### src/rtl/regfile_mp_bypass.sv
// regfile_mp_bypass: DEPTH x WIDTH register file with NUM_RD registered read
// ports and same-cycle write bypass. The top register (DEPTH-1) is the
// program counter, with its own write port and a direct output pc_q.
// Optional macro REGFILE_PC_INC_EN adds pc_inc / PC_STEP auto-increment.
module regfile_mp_bypass #(
  parameter int WIDTH  = 32,
  parameter int DEPTH  = 16,
  parameter int AW     = 4,
  parameter int NUM_RD = 3
`ifdef REGFILE_PC_INC_EN
  ,
  parameter int PC_STEP = 4
`endif
) (
  input  logic                    clk,
  input  logic                    reset,
  input  logic                    we,
  input  logic [AW-1:0]           wa,
  input  logic [WIDTH-1:0]        wd,
  input  logic                    pc_we,
  input  logic [WIDTH-1:0]        pc_d,
`ifdef REGFILE_PC_INC_EN
  input  logic                    pc_inc,
`endif
  input  logic                    re,
  input  logic [NUM_RD*AW-1:0]    ra,
  output logic [NUM_RD*WIDTH-1:0] rd,
  output logic [WIDTH-1:0]        pc_q
);

  localparam logic [AW-1:0] PC_IDX = AW'(DEPTH - 1);

  logic [WIDTH-1:0]        regs [DEPTH];
  logic [WIDTH-1:0]        pc_next;
  logic [NUM_RD*WIDTH-1:0] rd_next;
  logic [NUM_RD*WIDTH-1:0] rd_p1;

  // Addresses at or above DEPTH map to nothing: reads give 0, writes drop.
  function automatic logic in_range(input logic [AW-1:0] a);
    return 32'(a) < 32'(DEPTH);
  endfunction

  // Next PC value with write priority pc_we > general write > increment.
  always_comb begin
    pc_next = regs[DEPTH-1];
    if (pc_we) begin
      pc_next = pc_d;
    end else if (we && (wa == PC_IDX)) begin
      pc_next = wd;
    end
`ifdef REGFILE_PC_INC_EN
    else if (pc_inc) begin
      pc_next = regs[DEPTH-1] + WIDTH'(PC_STEP);
    end
`endif
  end

  // Per-port bypassed read value; the PC slot reuses pc_next so reads see
  // exactly what the register is about to hold.
  always_comb begin
    logic [AW-1:0] a;
    a       = '0;
    rd_next = '0;
    for (int i = 0; i < NUM_RD; i++) begin
      a = ra[i*AW +: AW];
      if (a == PC_IDX) begin
        rd_next[i*WIDTH +: WIDTH] = pc_next;
      end else if (!in_range(a)) begin
        rd_next[i*WIDTH +: WIDTH] = '0;
      end else if (we && (wa == a)) begin
        rd_next[i*WIDTH +: WIDTH] = wd;
      end else begin
        rd_next[i*WIDTH +: WIDTH] = regs[a];
      end
    end
  end

  // Register storage: general writes below the PC slot, PC slot via pc_next.
  always_ff @(posedge clk or posedge reset) begin
    if (reset) begin
      for (int k = 0; k < DEPTH; k++) begin
        regs[k] <= '0;
      end
    end else begin
      for (int k = 0; k < DEPTH - 1; k++) begin
        if (we && (wa == AW'(k))) begin
          regs[k] <= wd;
        end
      end
      regs[DEPTH-1] <= pc_next;
    end
  end

  // ---- read stage p0 -> p1: registered read data, held while re is low ----
  always_ff @(posedge clk or posedge reset) begin
    if (reset) begin
      rd_p1 <= '0;
    end else if (re) begin
      rd_p1 <= rd_next;
    end
  end

  assign rd   = rd_p1;
  assign pc_q = regs[DEPTH-1];

endmodule

### config.mk
export PLATFORM = sky130hd
export DESIGN_NAME = regfile_mp_bypass
export DESIGN_NICKNAME = d
export VERILOG_FILES = /design/src/rtl/regfile_mp_bypass.sv
export SDC_FILE = /design/constraint.sdc
export NUM_CORES = 2
export LEC_CHECK = 0
export CORE_ASPECT_RATIO = 1.1
export CORE_MARGIN = 2
export CORE_UTILIZATION = 66
export CTS_BUF_LIST = sky130_fd_sc_hd__clkbuf_8 sky130_fd_sc_hd__clkbuf_16
export CTS_CLUSTER_SIZE = 24
export DETAILED_ROUTE_END_ITERATION = 10
export HOLD_SLACK_MARGIN = 0.08
export PLACE_DENSITY = 0.83
export SLEW_MARGIN = 25
export SYNTH_ARGS = -nofsm -noshare
export SYNTH_HDL_FRONTEND = slang
export SYNTH_SLANG_ARGS = --single-unit
### constraint.sdc
create_clock -name clk -period 50.4 [get_ports clk]
set_clock_uncertainty 0.1 [all_clocks]
set_input_delay 12.6 -clock clk [delete_from_list [all_inputs] [get_ports clk]]
set_output_delay 12.6 -clock clk [all_outputs]
set_load 0.02 [all_outputs]
# Yosys cells after proc, flatten, opt, wreduce, memory -nomap -nowiden
# Index checks and enable logic that the tools add are counted.
# word_totals
regBits	608
inputBits	85
out_inout_bits	128
wordCells	81
# classes
magnitude_cmp	3
eq_ne	21
mux	17
bitwise	3
n_reduce_logical	20
# ops
op	count
32-bit 2-to-1 mux	14
32-bit binary-select mux with 4-bit select	3
4-bit equality test (second input constant)	11
1-bit logical AND	19
4-bit by 3-bit equality test with 1-bit output (second input constant)	4
5-bit >= comparator (second input constant)	3
4-bit NOT with 5-bit output	3
4-bit equality test	3
4-bit by 2-bit equality test with 1-bit output (second input constant)	2
4-bit by 1-bit equality test with 1-bit output (second input constant)	1
4-bit zero test	1

# Longest topological paths before layout
# logic_depth
ltp_word	6
depth_mapped	10
depth_no_buf	7

# Worst setup path after synthesis
# OpenSTA, ideal clock, no wires.
# synth_timing
kind	input port to flip-flop
start	input port ra[4]
end	register rd_p1[33] (netlist: rd[33])
setup_time_ns	0.142
arrival_time_ns	14.157
required_ns	50.158
slack_ns	36.001
path_stages	8
path_buffers	4
path_cell_list	clkbuf_2 buf_6 buf_6 buf_2 mux4_2 mux4_2 clkinv_1 o221ai_1
# synth_between
elab_chain_cells	6
word_cells_on_any_way	9
classes_between	eq/ne: 2; mux: 5; bitwise: 1; reduce/logical: 1
# synth_lines
item	line	rtl
from (decl)	26	input logic [NUM_RD*AW-1:0] ra,
4-bit NOT with 5-bit output (implied by the code)	73	rd_next[i*WIDTH +: WIDTH] = regs[a];
32-bit binary-select mux with 4-bit select	73	
32-bit 2-to-1 mux (implied by the code) (2 in a row)	73	
32-bit 2-to-1 mux	70	end else if (we && (wa == a)) begin
32-bit 2-to-1 mux *	66	if (a == PC_IDX) begin
to (signal assigned)	99	rd_p1 <= rd_next;
to (decl)	36	logic [NUM_RD*WIDTH-1:0] rd_p1;
# Every way passes the cells marked *; elsewhere a longest branch is shown, timed or not. The select of a mux whose other input is x is not followed.
# A chain may end at the register's enable or synchronous reset.

# Worst setup path in the final report
# layout_timing
start	input port ra[4]
end	register rd_p1[32] (netlist: rd[32])
# The elaborated chain is that of the path after synthesis.

==> run summary <==
post-synthesis cell type count = 42
worst path required time = 50.79 ns
global route overflow = 0
I/O pin cnt = 213
Worst setup SP type = input pin
Top Family by Delay on Critical Path = buffers and inverters
R2R Path Start = regs[291]
syn_area_per_cell = 14.46 um^2
Placement Rows = 91
largest net degree at the start of global routing = 187
Slew @ Worst Pin = 1.067 ns
worst path bufs/invs = 4
async set or reset register ratio after synthesis = 1.000
crit path max fanout = 46
status = completed
critical path class = in -> reg
setup TNS = 0 ns
DRT antenna net count = 0
gr usage total = 0.3989
initial core utilization = 0.6659
post-synthesis cell area = 37300 um^2
HPWL Detailed = 64520 um
fmax = 0.06149 GHz
core area = 56020 um^2
Top FF cell, synth = dfrtp_1
Setup violations, final = 0
Vert. Die Dim = 253.3 um
GPL Wtd Cong = 0.8760
Tcrit/Tclk final = 0.3227
Max Cap Viol = 0
number of global-route vias before repair = 27666
slowest stage cell, crit path = buf_4
# hold bufs at CTS = 0
yosys warns = 0
CTS tree = yes
setup bufs post-CTS = 0
First-pass DRT Iterations = 8
RSZ-0062 raised after global routing = no
part of the Yosys area used for sequential elements = 0.4079
EDFF count, synth = 0
H-tree levels = 3
area of the die = 58440 um^2
post_cts resized = 0
DRC = 0
Slew HR = 0.2884
clock network latency to the later pin of the worst-skew pair = 0.62 ns
fill count = 3471
initial antenna violation count = 3
Pleak = 16.91 nW
IO buf count = 212
Crit path arrival time = 16.66 ns
Synth top area share = 0.4079
Layout Nets = 2672
min-delay src = regs[389]
synth top area cells = dfrtp_1 41%, mux4_2 25%, mux2_2 15%
Hold Crit Class = reg -> reg
critical path's largest stage delay = 0.86 ns
Vias = 26629
Layout Area Growth over Synthesis = 11.23%
Power, Total = 1.710 mW
Routed WL = 114500 um
clk sinks = 608
DR WL/cell = 33.82 um
Synth Instances = 2579
CTS root buf = clkbuf_16
first-pass GRT wire length = 171500 um
Vias/cell = 7.869
worst vdd ir = 0.00003059 V
Final Hold Vio Count = 0
crit path time final = 16.26 ns
TritonCTS Buffers = 66
clk buf depth = 3
first-iteration detailed-routing DRC count = 3494
Post-Syn Nets = 2664
power density cells = 41.22 nW/um^2
Yosys reg bits = 608
die width = 230.7 um
largest area contributor in the netlist = dfrtp_1
CP endpoint kind = flip-flop
crit-path cells = clkbuf_8, buf_4, buf_4, nand4_1, nand2_1, o21bai_4, buf_4, nor2_1, a2111oi_0
share of layout cells above drive strength 1 = 0.4206
Critical Path Start = ra[4]
Pins Over Slew Limit = 0
Crit path top cell by count = buf_4
Clock transition at path regs = 0.06 ns
==> placed cells by master, fill, tap and decap left out, types with 11 or more instances in the layout <==
master           netlist  final
dfrtp_1              608    608
mux2_2               483    483
mux4_2               419    419
mux2i_1              210    210
clkdlybuf4s50_1        0    199
o221ai_1              92     92
clkbuf_16              0     67
nor2_1                75     66
o22ai_1               66     66
a221oi_1              61     61
buf_4                 68     56
inv_1                 37     47
a21oi_1               34     34
clkinv_1              31     31
nor2b_1               31     31
mux2_1                20     20
clkbuf_8               0     18
nand2_1               18     15
xnor2_1               12     12
clkinv_2               0     11
==> Yosys cell counts (all sizes together), types with 2 or more instances <==
cell type	number
dfrtp	608
mux2	503
mux4	419
mux2i	210
buf	178
clkbuf	154
o221ai	92
nor2	75
o22ai	66
a221oi	61
inv	39
a21oi	34
clkinv	31
nor2b	31
nand2	18
xnor2	12
o21ai	11
nand2b	6
nand3	6
nand4	6
nand3b	3
or2	3
nor3	2
or3	2
==> worst reg2reg max path: stages (launching register included) <==
cell and delay (ns):
dfrtp_1 0.41, mux4_2 0.49, mux2i_1 0.30, o221ai_1 0.37, o221ai_1 0.30, a221oi_1 0.12
==> cell families after synthesis <==
| kind of cell | Yosys count | synth area share |
|---|---|---|
| flip-flops | 608 | 0.4079 |
| multiplexers | 1132 | 0.4612 |
| AND/OR/NAND/NOR | 156 | 0.02013 |
| AO/OA/AOI/OAI | 269 | 0.05430 |
| XOR/XNOR | 12 | 0.002817 |
| buffers and inverters | 402 | 0.05373 |
==> per-layer routing <==
layer | up-vias | GRT usage | wire length, um
met5 | - | 0 | 0
met4 | 0 | 0.2356 | 6893
met3 | 499 | 0.1214 | 14940
met2 | 2242 | 0.6054 | 53200
met1 | 13699 | 0.5136 | 39430
li1 | 10189 | - | -
==> stage by stage <==
| step | hold WS, ns | utilization | cells | instance area [um^2] | setup slack [ns] |
|---|---|---|---|---|---|
| 2_1_floorplan | 0.3771 | - | 2579 | 37300 | 20.68 |
| 3_3_place_gp | 0.3914 | 0.6993 | 3259 | 39170 | 33.69 |
| 3_5_place_dp | 0.4139 | 0.6998 | 3260 | 39200 | 33.52 |
| 4_1_cts | 0.4269 | 0.7393 | 3378 | 41410 | 34.18 |
| 5_1_grt | 0.4543 | 0.7407 | 3383 | 41490 | 33.85 |
| 6_report | 0.4379 | 0.7407 | 3384 | 41490 | 34.14 |
==> state kept, by name, indices dropped and copies added (netlist names) <==
signal / flops
pc_q: 32
rd: 96
regs: 480
==> power by group <==
part / internal [mW] / switching [mW] / leakage (nW)
combinational: 0.294 / 0.204 / 8.31
sequential: 0.600 / 0.116 / 7.45
clock: 0.289 / 0.207 / 1.15
total: 1.18 / 0.527 / 16.9
==> path summary, 6_finish.rpt <==
| check | end | slack (ns) | cells after the start |
|---|---|---|---|
| worst max-delay path | rd[32] | 34.14 | 9 |
| worst min-delay path | regs[389] | 0.44 | 1 |
| worst max register to register | rd[3] | 48.16 | 5 |
| worst min register to register | regs[389] | 0.44 | 1 |
| max in group asynchronous | regs[366] | 35.96 | 5 |
| min in group asynchronous | regs[254] | 12.44 | 2 |
==> area by class of cell <==
class / count / area [um^2] / share of cell area
antenna: 3 / 7.507 / 0.0001809
clock inverter: 34 / 301.5 / 0.007267
tap: 744 / 930.9 / 0.02243
sequential: 608 / 15210 / 0.3667
inverter: 70 / 270.3 / 0.006513
clock buffer: 84 / 1911 / 0.04605
multi-input combinational: 1569 / 20220 / 0.4873
timing repair buffer: 272 / 2639 / 0.06360
Note: power is estimated with default switching activity, not from simulation.
